**src/rtl/fpoperations.sv**
```systemverilog
// fpoperations: shared FPU definitions.
//   - fop_* opcodes used by the issue/decode side of the FP unit.
//   - Exception flag bit positions within ret[5:0] and fpcsr[5:0].
//   - Completion port encoding (u1/u3/u5) and the round-robin successor helper.
package fpoperations;

    // FP opcodes
    localparam logic [4:0] fop_add  = 5'd0;
    localparam logic [4:0] fop_sub  = 5'd1;
    localparam logic [4:0] fop_mul  = 5'd2;
    localparam logic [4:0] fop_div  = 5'd3;
    localparam logic [4:0] fop_sqrt = 5'd4;
    localparam logic [4:0] fop_cmp  = 5'd5;
    localparam logic [4:0] fop_cvt  = 5'd6;

    // Exception flag bit indices (ret[5:0], fpcsr[5:0] trap enables)
    localparam int FEX_INV = 0;
    localparam int FEX_DZ  = 1;
    localparam int FEX_OVF = 2;
    localparam int FEX_UNF = 3;
    localparam int FEX_INX = 4;
    localparam int FEX_DEN = 5;
    localparam int FEX_W   = 6;

    // Completion stream widths
    localparam int RET_W = 14;
    localparam int FUS_W = 6;
    localparam int NPORT = 3;

    // Completion port encoding
    localparam logic [1:0] PORT_U1 = 2'd0;
    localparam logic [1:0] PORT_U3 = 2'd1;
    localparam logic [1:0] PORT_U5 = 2'd2;

    // Round-robin successor over {u1, u3, u5}
    function automatic logic [1:0] port_next(input logic [1:0] p);
        return (p == PORT_U5) ? PORT_U1 : p + 2'd1;
    endfunction

endpackage

```
**src/rtl/fpu_ret_fifo.sv**
```systemverilog
// fpu_ret_fifo: per-port completion FIFO with a combinational head.
//   clk, rst  : clock, asynchronous active-high reset (drops all entries)
//   push, din : enqueue request and data ({fus, ret})
//   pop       : dequeue request (ignored when empty)
//   full/empty: occupancy status
//   count     : number of entries, log2(DEPTH)+1 bits
//   head      : oldest entry, valid while !empty
module fpu_ret_fifo #(
    parameter int DEPTH = 8,
    parameter int W     = 20
) (
    input  logic                       clk,
    input  logic                       rst,
    input  logic                       push,
    input  logic [W-1:0]               din,
    input  logic                       pop,
    output logic                       full,
    output logic                       empty,
    output logic [$clog2(DEPTH):0]     count,
    output logic [W-1:0]               head
);

    localparam int AW    = $clog2(DEPTH);
    localparam int CNT_W = AW + 1;

    logic [W-1:0]     mem [DEPTH];
    logic [AW-1:0]    wr_ptr_reg, rd_ptr_reg;
    logic [CNT_W-1:0] count_reg, count_next;
    logic             push_ok, pop_ok;

    assign full  = (count_reg == CNT_W'(DEPTH));
    assign empty = (count_reg == '0);

    // A full FIFO still takes a push when the head leaves in the same cycle.
    assign pop_ok  = pop & ~empty;
    assign push_ok = push & (~full | pop_ok);

    assign count_next = count_reg + CNT_W'(push_ok) - CNT_W'(pop_ok);

`ifdef swapedge
    always_ff @(negedge clk or posedge rst) begin
`else
    always_ff @(posedge clk or posedge rst) begin
`endif
        if (rst) begin
            wr_ptr_reg <= '0;
            rd_ptr_reg <= '0;
            count_reg  <= '0;
        end else begin
            if (push_ok) wr_ptr_reg <= wr_ptr_reg + AW'(1);
            if (pop_ok)  rd_ptr_reg <= rd_ptr_reg + AW'(1);
            count_reg <= count_next;
        end
    end

    // Storage is not reset; pointers/count define what is valid.
`ifdef swapedge
    always_ff @(negedge clk) begin
`else
    always_ff @(posedge clk) begin
`endif
        if (push_ok) mem[wr_ptr_reg] <= din;
    end

    assign count = count_reg;
    assign head  = mem[rd_ptr_reg];

endmodule

```
**src/rtl/fpu_ret_collect.sv**
```systemverilog
// fpu_ret_collect: merges the u1/u3/u5 FPU completion streams into one
// round-robin stream for retire, with per-port FIFOs, sticky exception
// flags and trap detection.
//   clk, rst            : clock, asynchronous active-high reset
//   fpcsr               : [5:0] trap enables
//   uN_ret, uN_ret_en   : completion code / valid per port (no upstream stall)
//   FUS0..FUS2          : compare flags for u1/u3/u5, sampled with ret_en
//   flag_clr            : clear sticky flags (same-cycle new flags survive)
//   out_valid/out_ready : output handshake
//   out_port/ret/fus    : head entry of the granted port
//   out_trap            : head exception flags hit an enabled trap
//   port_afull          : per-port almost-full, bit 0 = u1
//   sticky_flags        : accumulated exception flags
//   ovf_err             : sticky, an enqueue was dropped on a full FIFO
module fpu_ret_collect
    import fpoperations::*;
#(
    parameter int DEPTH     = 8,
    parameter int AFULL_LVL = 4
) (
    input  logic              clk,
    input  logic              rst,
    input  logic [31:0]       fpcsr,
    input  logic [RET_W-1:0]  u1_ret,
    input  logic [RET_W-1:0]  u3_ret,
    input  logic [RET_W-1:0]  u5_ret,
    input  logic              u1_ret_en,
    input  logic              u3_ret_en,
    input  logic              u5_ret_en,
    input  logic [FUS_W-1:0]  FUS0,
    input  logic [FUS_W-1:0]  FUS1,
    input  logic [FUS_W-1:0]  FUS2,
    input  logic              flag_clr,
    output logic              out_valid,
    input  logic              out_ready,
    output logic [1:0]        out_port,
    output logic [RET_W-1:0]  out_ret,
    output logic [FUS_W-1:0]  out_fus,
    output logic              out_trap,
    output logic [NPORT-1:0]  port_afull,
    output logic [FEX_W-1:0]  sticky_flags,
    output logic              ovf_err
);

    localparam int CNT_W = $clog2(DEPTH) + 1;
    localparam int ENT_W = FUS_W + RET_W;

    logic [RET_W-1:0] ret_arr [NPORT];
    logic [FUS_W-1:0] fus_arr [NPORT];
    logic [NPORT-1:0] ret_en;
    logic [NPORT-1:0] full, empty, pop;
    logic [CNT_W-1:0] count [NPORT];
    logic [ENT_W-1:0] head  [NPORT];

    logic [1:0]       rr_reg;
    logic             lock_reg;
    logic [1:0]       lock_port_reg;
    logic [FEX_W-1:0] sticky_reg, sticky_next;
    logic             ovf_reg;

    logic [1:0]       grant;
    logic             found;
    int               scan_idx;
    logic             head_empty;
    logic [ENT_W-1:0] head_sel;
    logic             handshake;
    logic [FEX_W-1:0] new_flags;
    logic [25:0]      unused_fpcsr;

    assign ret_arr[0] = u1_ret;
    assign ret_arr[1] = u3_ret;
    assign ret_arr[2] = u5_ret;
    assign fus_arr[0] = FUS0;
    assign fus_arr[1] = FUS1;
    assign fus_arr[2] = FUS2;
    assign ret_en     = {u5_ret_en, u3_ret_en, u1_ret_en};

    genvar gi;
    generate
        for (gi = 0; gi < NPORT; gi++) begin : g_port
            fpu_ret_fifo #(
                .DEPTH (DEPTH),
                .W     (ENT_W)
            ) u_fifo (
                .clk   (clk),
                .rst   (rst),
                .push  (ret_en[gi]),
                .din   ({fus_arr[gi], ret_arr[gi]}),
                .pop   (pop[gi]),
                .full  (full[gi]),
                .empty (empty[gi]),
                .count (count[gi]),
                .head  (head[gi])
            );
            assign pop[gi]        = handshake & (grant == 2'(gi));
            assign port_afull[gi] = (count[gi] >= CNT_W'(AFULL_LVL));
        end
    endgenerate

    // Grant: a stalled head keeps its grant so the presented entry stays
    // stable; otherwise scan for the first non-empty port starting at rr.
    always_comb begin
        grant    = rr_reg;
        found    = 1'b0;
        scan_idx = 0;
        if (lock_reg) begin
            grant = lock_port_reg;
        end else begin
            for (int k = 0; k < NPORT; k++) begin
                scan_idx = (int'(rr_reg) + k) % NPORT;
                if (!found && !empty[scan_idx]) begin
                    grant = 2'(scan_idx);
                    found = 1'b1;
                end
            end
        end
    end

    always_comb begin
        head_empty = 1'b1;
        head_sel   = '0;
        case (grant)
            PORT_U1: begin head_empty = empty[0]; head_sel = head[0]; end
            PORT_U3: begin head_empty = empty[1]; head_sel = head[1]; end
            PORT_U5: begin head_empty = empty[2]; head_sel = head[2]; end
            default: begin head_empty = 1'b1;     head_sel = '0;      end
        endcase
    end

    assign out_valid = ~head_empty;
    assign handshake = out_valid & out_ready;
    assign out_port  = out_valid ? grant : 2'd0;
    assign out_ret   = out_valid ? head_sel[RET_W-1:0] : '0;
    assign out_fus   = out_valid ? head_sel[ENT_W-1:RET_W] : '0;
    assign out_trap  = out_valid & (|(out_ret[FEX_W-1:0] & fpcsr[FEX_W-1:0]));

    assign unused_fpcsr = fpcsr[31:6];

    // Flags are gathered from every completing op, including one dropped
    // on overflow: the exception itself still happened.
    always_comb begin
        new_flags = '0;
        for (int k = 0; k < NPORT; k++) begin
            if (ret_en[k]) new_flags = new_flags | ret_arr[k][FEX_W-1:0];
        end
        sticky_next = (flag_clr ? '0 : sticky_reg) | new_flags;
    end

`ifdef swapedge
    always_ff @(negedge clk or posedge rst) begin
`else
    always_ff @(posedge clk or posedge rst) begin
`endif
        if (rst) begin
            rr_reg        <= PORT_U1;
            lock_reg      <= 1'b0;
            lock_port_reg <= PORT_U1;
            sticky_reg    <= '0;
            ovf_reg       <= 1'b0;
        end else begin
            if (handshake) begin
                rr_reg   <= port_next(grant);
                lock_reg <= 1'b0;
            end else if (out_valid) begin
                lock_reg      <= 1'b1;
                lock_port_reg <= grant;
            end
            sticky_reg <= sticky_next;
            if (|(ret_en & full & ~pop)) ovf_reg <= 1'b1;
        end
    end

    assign sticky_flags = sticky_reg;
    assign ovf_err      = ovf_reg;

endmodule

```
**config.mk**
```make
export PLATFORM = sky130hd
export DESIGN_NAME = fpu_ret_collect
export DESIGN_NICKNAME = d
export VERILOG_FILES = /design/src/rtl/fpoperations.sv /design/src/rtl/fpu_ret_fifo.sv /design/src/rtl/fpu_ret_collect.sv
export SDC_FILE = /design/constraint.sdc
export NUM_CORES = 1
export LEC_CHECK = 0
export CELL_PAD_IN_SITES_DETAIL_PLACEMENT = 1
export CELL_PAD_IN_SITES_GLOBAL_PLACEMENT = 2
export CORE_UTILIZATION = 30
export DETAILED_ROUTE_END_ITERATION = 10
export DONT_BUFFER_PORTS = 1
export PLACE_DENSITY_LB_ADDON = 0.15
export SYNTH_ARGS = -nofsm -noshare
export SYNTH_HDL_FRONTEND = slang
export SYNTH_SLANG_ARGS = --single-unit
```
**constraint.sdc**
```tcl
create_clock -name clk -period 13.47 [get_ports clk]
set_clock_uncertainty 0.05 [all_clocks]
set_input_delay 2.0205 -clock clk [delete_from_list [all_inputs] [get_ports clk]]
set_output_delay 2.0205 -clock clk [all_outputs]
set_load 0.05 [all_outputs]
```
==> results of run 1 <==
==> final cells by class <==
type                            instances  share of cell area [%]
Clock inverter                         38                   1.270
Clock buffer                           67                   6.164
Timing Repair Buffer                   38                   1.167
Inverter                               45                  0.6911
Sequential cell                       522                   63.31
Multi-Input combinational cell        478                   22.59
Tap cell                              940                   4.812
==> cells by family (layout without fill, tap and decap cells) <==
group | Yosys count | count (layout) | share of synthesized area, %
muxes | 188 | 188 | 16.14
and+or+nand+nor | 158 | 158 | 3.616
AOI/OAI and AO/OA | 85 | 85 | 3.032
DFF | 522 | 522 | 72.90
buffers and inverters | 97 | 188 | 1.746
adders and majority gates | 29 | 29 | 1.817
xor gates and xnor gates | 18 | 18 | 0.7432
==> layout by cell type, fill, tap and decap left out, drive strengths merged, types with 12 or more instances in the layout <==
cell type	n
mux2i	35
edfxtp	480
clkinv	25
nor3	14
mux4	120
ha	26
a32oi	15
a21oi	16
nor2	36
mux2	33
clkbuf	67
dfrtp	42
buf	38
nand2	58
o21ai	14
xnor2	12
inv	49
==> power by group through the flow <==
| stage | clock (mW) | sequential (mW) | combinational (mW) |
|---|---|---|---|
| after floorplan | 0 | 2.18 | 1.75 |
| after global placement | 0 | 2.25 | 2.48 |
| after detailed placement | 0 | 2.26 | 2.49 |
| after CTS | 1.58 | 2.23 | 2.50 |
| after global routing | 1.64 | 2.26 | 2.61 |
| final | 1.53 | 2.22 | 2.43 |
==> how the worst max path moves through the flow <==
stage                                    from          to
floorplan           g_port[0].u_fifo.count[2]  out_ret[0]
global placement    g_port[0].u_fifo.count[2]  out_fus[0]
detailed placement  g_port[0].u_fifo.count[2]  out_fus[0]
CTS                 g_port[0].u_fifo.count[2]  out_fus[0]
global route        g_port[0].u_fifo.count[2]  out_fus[3]
finish              g_port[0].u_fifo.count[2]  out_fus[4]
==> routing by layer <==
metal | global-route usage (%) | up-vias | share of wire [%]
met2 | 24.08 | 203 | 45
met1 | 21.81 | 5560 | 46
met3 | 4.682 | 69 | 6.2
li1 | - | 4539 | -
met5 | 0 | - | 0
met4 | 4.108 | 0 | 2.0
==> stage by stage <==
step	hold slack [ns]	power (mW)	util (%)	cell area, sq um	worst slack, ns
2_1_floorplan	0.4085	3.929	-	21210	7.379
6_report	0.4345	6.183	34.90	24440	6.310
3_3_place_gp	0.4136	4.730	32.31	22620	6.996
5_1_grt	0.4626	6.507	34.90	24440	5.929
3_5_place_dp	0.4240	4.753	32.31	22620	6.940
4_1_cts	0.4352	6.314	34.90	24440	6.207
==> flow_metrics.tcl, run 1 <==
set metrics [dict create \
    status "finished clean" \
    relSlewSlack_pct 18.96 \
    synth_area_leaders "edfxtp_1, mux4_2, dfrtp_1" \
    antenna_found_initial 0 \
    cts.sinks 522 \
    regArea_sq_um 15470 \
    fin_cells 2128 \
    p_int_mw 3.746 \
    synth_seq_cells 522 \
    synth-edff-count 480 \
    slowest_delay_ns 0.90 \
    postRouteAntennaNets 0 \
    n_fill_cell 6953 \
    p_per_area_nw_per_um2 253.0 \
    rsz0062_at_grt "no" \
    ir_drop_v 0.0001526 \
    critPathTopFamily "simple AND/OR/NAND/NOR gates" \
    p_sw_share_pct 39.42 \
    p_sw_mw 2.437 \
    async_flop_share_pct 8.046 \
    crit_required_ns 11.40 \
    ys_seq_area_share_pct 72.90 \
    coreArea_sq_um 70030 \
    synthTopCellsByCount "edfxtp_1, mux4_2, nand2_1" \
    dieArea_sq_um 71780 \
    cts-root-buf "clkbuf_16" \
    synth_top_cell_area_share_pct 67.95 \
    drcViolationCount 0 \
    seqPwrFrac_pct 36.0 \
    grt_pass1_vias 11160 \
    crit_arrival_ns 5.09 \
    viasPerCell 4.874 \
    drt-total-wl_um 55580 \
    die_x_um 267.9 \
    crit_slowest_cell "nor2_1" \
    synth_area_leader_cell "edfxtp_1" \
    cts_setup_buffers 0 \
    io_buffers 0 \
    fmax_mhz 139.7 \
    grt_start_max_net_pins 43 \
    worstMarginPinSlew_ns 1.211 \
    syn_nets 1225 \
    clkPwrFrac_pct 24.8 \
    r2r-end "g_port[2].u_fifo.mem[3][12]" \
    finalNetCount 1272 \
    r2r_cells 11 \
    clkLatencyLatePin_ns 0.62 \
    cts.htree.levels 2 \
    cp_cell_sequence "inv_1, ha_1, nor3b_1, nand4_1, o32a_1, nand2_1, nand2_1, nor2_1, buf_4, a32oi_1, nor2_1" \
    yosysMostFrequentCell "edfxtp_1" \
    drive_above_1_share_pct 26.26 \
    ios 133 \
    drtPass1Iterations 5 \
    chipHeight_um 267.9 \
    synthCells 1097 \
    overflow 0 \
    cts_buffers 59 \
    period_share_pct 53.16 \
    cts_tree "done" \
    maxCapViolCount 0 \
    cts.reportedPaths.clkPinSlew_ns 0.06 \
    period_needed_ns 7.160 \
    area_growth_pct 15.21 \
    holdCritStartpoint "g_port[1].u_fifo.rd_ptr_reg[2]" \
    p_leak_nw 7.950 \
    clockBufferDepth 3 \
    via_count 10370 \
    crit_path_end_kind "output port" \
    hold_end "g_port[1].u_fifo.rd_ptr_reg[2]" \
    placementRows 97 \
    crit_type "flop to output port" \
    gp_congestion 0.7314 \
    multi_input_area_sq_um 5520 \
    hold_depth 1 \
    final-hold-violation-count 0 \
    finalMaxSlewViolations 0 \
    drtIter0Drc 606 \
    grt_usage_pct 15.75 \
    postCtsHoldBufs 0 \
    hpwl_um 34680 \
    n_antenna_cell 0 \
    reg2reg_from "rr_reg[0]" \
    crit_path_start_kind "flop" \
    grt_first_pass_wirelength_um 80210 \
    worstSetupPathDepth 11 \
    synth.distinct_cells 60 \
    place_inst 2023 \
    syn_area_sq_um 21210 \
    cp_num_buf_inv 2 \
    synthFlopType "edfxtp_1" \
    ff2ff_setup_slack_ns 8.72 \
    hp-class "flop to flop" \
    largest_reg_flops 480 \
    combPwrFrac_pct 39.2 \
    yosysWarnings 0 \
    initial_utilization_pct 30.29 \
    cts_resized 0 \
    avgSynthCellArea_sq_um 19.34 \
    tns_ns 0 \
    worstPathMaxFanout 22 \
    wl_per_cell_um 26.12 \
    setup_viol 0 \
]
(Power assumes the default switching activity.)
==> run 2: changes to the inputs <==
==> constraint.sdc (replaced) <==
create_clock -name clk -period 6.3 [get_ports clk]
set_clock_uncertainty 0.05 [all_clocks]
set_input_delay 0.945 -clock clk [delete_from_list [all_inputs] [get_ports clk]]
set_output_delay 0.945 -clock clk [all_outputs]
set_load 0.05 [all_outputs]
==> run 2 against run 1 <==
Compared with the run above:
- global-route usage down 0.067 points
- cell area up 1.4%
- sequential share of layout area down 0.85 points
- first-iteration DRC count up 14%
- combinational power up 120%
- non-clock buffer count up 21
- sequential power up 120%
- worst hold slack worse by 0.071 ns
- setup slack worse by 5.7 ns
- register-to-register slack worse by 7.0 ns
- die area unchanged
- largest power group unchanged
==> flow_metrics.tcl, run 2 (synthesized netlist as in run 1, its figures left out) <==
set metrics [dict create \
    drtIter0Drc 691 \
    drt-total-wl_um 55250 \
    placementRows 97 \
    n_fill_cell 6938 \
    area_growth_pct 16.79 \
    whs_ns 0.3636 \
    postCtsHoldBufs 0 \
    crit_required_ns 5.30 \
    via_count 10390 \
    overflow 0 \
    cts_setup_buffers 0 \
    coreArea_sq_um 70030 \
    postRouteAntennaNets 0 \
    cts.sinks 522 \
    relSlewSlack_pct 30.45 \
    crit_type "flop to output port" \
    hold_depth 0 \
    p_sw_mw 5.244 \
    holdCritStartpoint "u3_ret[3]" \
    rsz0062_at_grt "no" \
    crit_arrival_ns 4.74 \
    io_buffers 0 \
    tns_ns 0 \
    crit_path_start_kind "flop" \
    r2r_cells 15 \
    layout_common_cells "edfxtp_1, mux4_2, clkbuf_16, buf_4, nand2_1" \
    cts.htree.levels 2 \
    setup_ws_ns 0.5688 \
    hold_end "g_port[1].u_fifo.mem[0][3]" \
    cts.reportedPaths.clkPinSlew_ns 0.06 \
    hpwl_um 35360 \
    combPwrFrac_pct 38.1 \
    worstMarginPinSlew_ns 1.042 \
    ios 133 \
    grt_pass1_vias 11260 \
    setup_viol 0 \
    wl_per_cell_um 25.65 \
    crit_path_end_kind "output port" \
    grt_start_max_net_pins 43 \
    p_per_area_nw_per_um2 555.5 \
    drtPass1Iterations 4 \
    cts_resized 0 \
    gp_congestion 0.7377 \
    cts_tree "done" \
    p_leak_nw 8.150 \
    drive_above_1_share_pct 28.01 \
    seqPwrFrac_pct 35.9 \
    finalMaxSlewViolations 0 \
    ff2ff_setup_slack_ns 1.74 \
    period_needed_ns 5.731 \
    clockBufferDepth 3 \
    period_share_pct 90.97 \
    drcViolationCount 0 \
    antenna_found_initial 2 \
    final-hold-violation-count 0 \
    clkLatencyLatePin_ns 0.62 \
    status "finished clean" \
    reg2reg_from "rr_reg[0]" \
    p_sw_share_pct 38.11 \
    viasPerCell 4.824 \
    r2r-end "g_port[2].u_fifo.count[2]" \
    maxCapViolCount 0 \
    hp-class "input port to flop" \
    initial_utilization_pct 30.29 \
    worstPathMaxFanout 21 \
    dp_slack_ns 1.219 \
    finalNetCount 1293 \
    chipHeight_um 267.9 \
    p_int_mw 8.518 \
    largest_reg_flops 480 \
    clkPwrFrac_pct 26.0 \
    dieArea_sq_um 71780 \
    die_x_um 267.9 \
    grt_first_pass_wirelength_um 80210 \
    cts_buffers 59 \
    cts-root-buf "clkbuf_16" \
    final_common_cell "edfxtp_1" \
    n_antenna_cell 0 \
    ir_drop_v 0.0003978 \
    postLayoutCoreUtil_pct 35.38 \
    grt_usage_pct 15.68 \
    fmax_mhz 174.5 \
]
run 2: layout make-up:
class                      count  area (sq um)  area share (%)
timing repair buffer          59         442.9           1.788
tap                          940          1176           4.747
multi-input combinational    478          5505           22.22
clock buffer                  68          1510           6.096
clock inverter                42         498.0           2.010
inverter                      45         168.9          0.6818
sequential                   522         15470           62.46
run 2: worst max-delay path by stage:
stage                                         start                    endpoint  slack [ns]  cells after the start
after CTS                 g_port[0].u_fifo.count[2]                    out_trap        0.51                     11
after global routing                      rr_reg[0]                    out_trap        0.16                     11
after detailed placement  g_port[0].u_fifo.count[2]                    out_trap        1.22                     11
after global placement    g_port[0].u_fifo.count[2]                    out_trap        1.28                     11
after floorplan           g_port[0].u_fifo.count[2]  g_port[2].u_fifo.mem[0][0]        0.60                     11
final                                     rr_reg[0]                    out_trap        0.57                     11
run 2: stage by stage:
| stage | cells | instance area, sq um | power, mW |
|---|---|---|---|
| CTS | 2154 | 24780 | 14.04 |
| floorplan | 1097 | 21210 | 8.401 |
| finish | 2154 | 24780 | 13.76 |
| detailed placement | 2044 | 22770 | 10.42 |
| global placement | 2044 | 22770 | 10.37 |
| global route | 2154 | 24780 | 14.46 |
run 2: layer usage:
layer / vias to the layer above / GRT usage, % / routed length [um]
met5: - / 0 / 22
li1: 4574 / - / -
met4: 4 / 3.707 / 989
met3: 73 / 4.609 / 3424
met1: 5534 / 21.77 / 25460
met2: 206 / 24.15 / 25350
run 2: power by group through the flow:
stage	Combinational (mW)	Clock (mW)	Sequential, mW
after floorplan	3.74	0	4.66
after global placement	5.36	0	5.02
after detailed placement	5.37	0	5.04
after CTS	5.39	3.68	4.97
after global routing	5.63	3.80	5.04
final	5.24	3.58	4.94
run 2: critical path: stages (launching register included):
cell and delay, ns:
dfrtp_1 0.41, inv_1 0.07, ha_1 0.31, nor4b_1 0.56, a21oi_1 0.21, o211ai_1 0.36, a211o_1 0.30, nand2_1 0.55
a211oi_1 0.48, a221oi_1 0.15, a41oi_1 0.43, buf_4 0.28
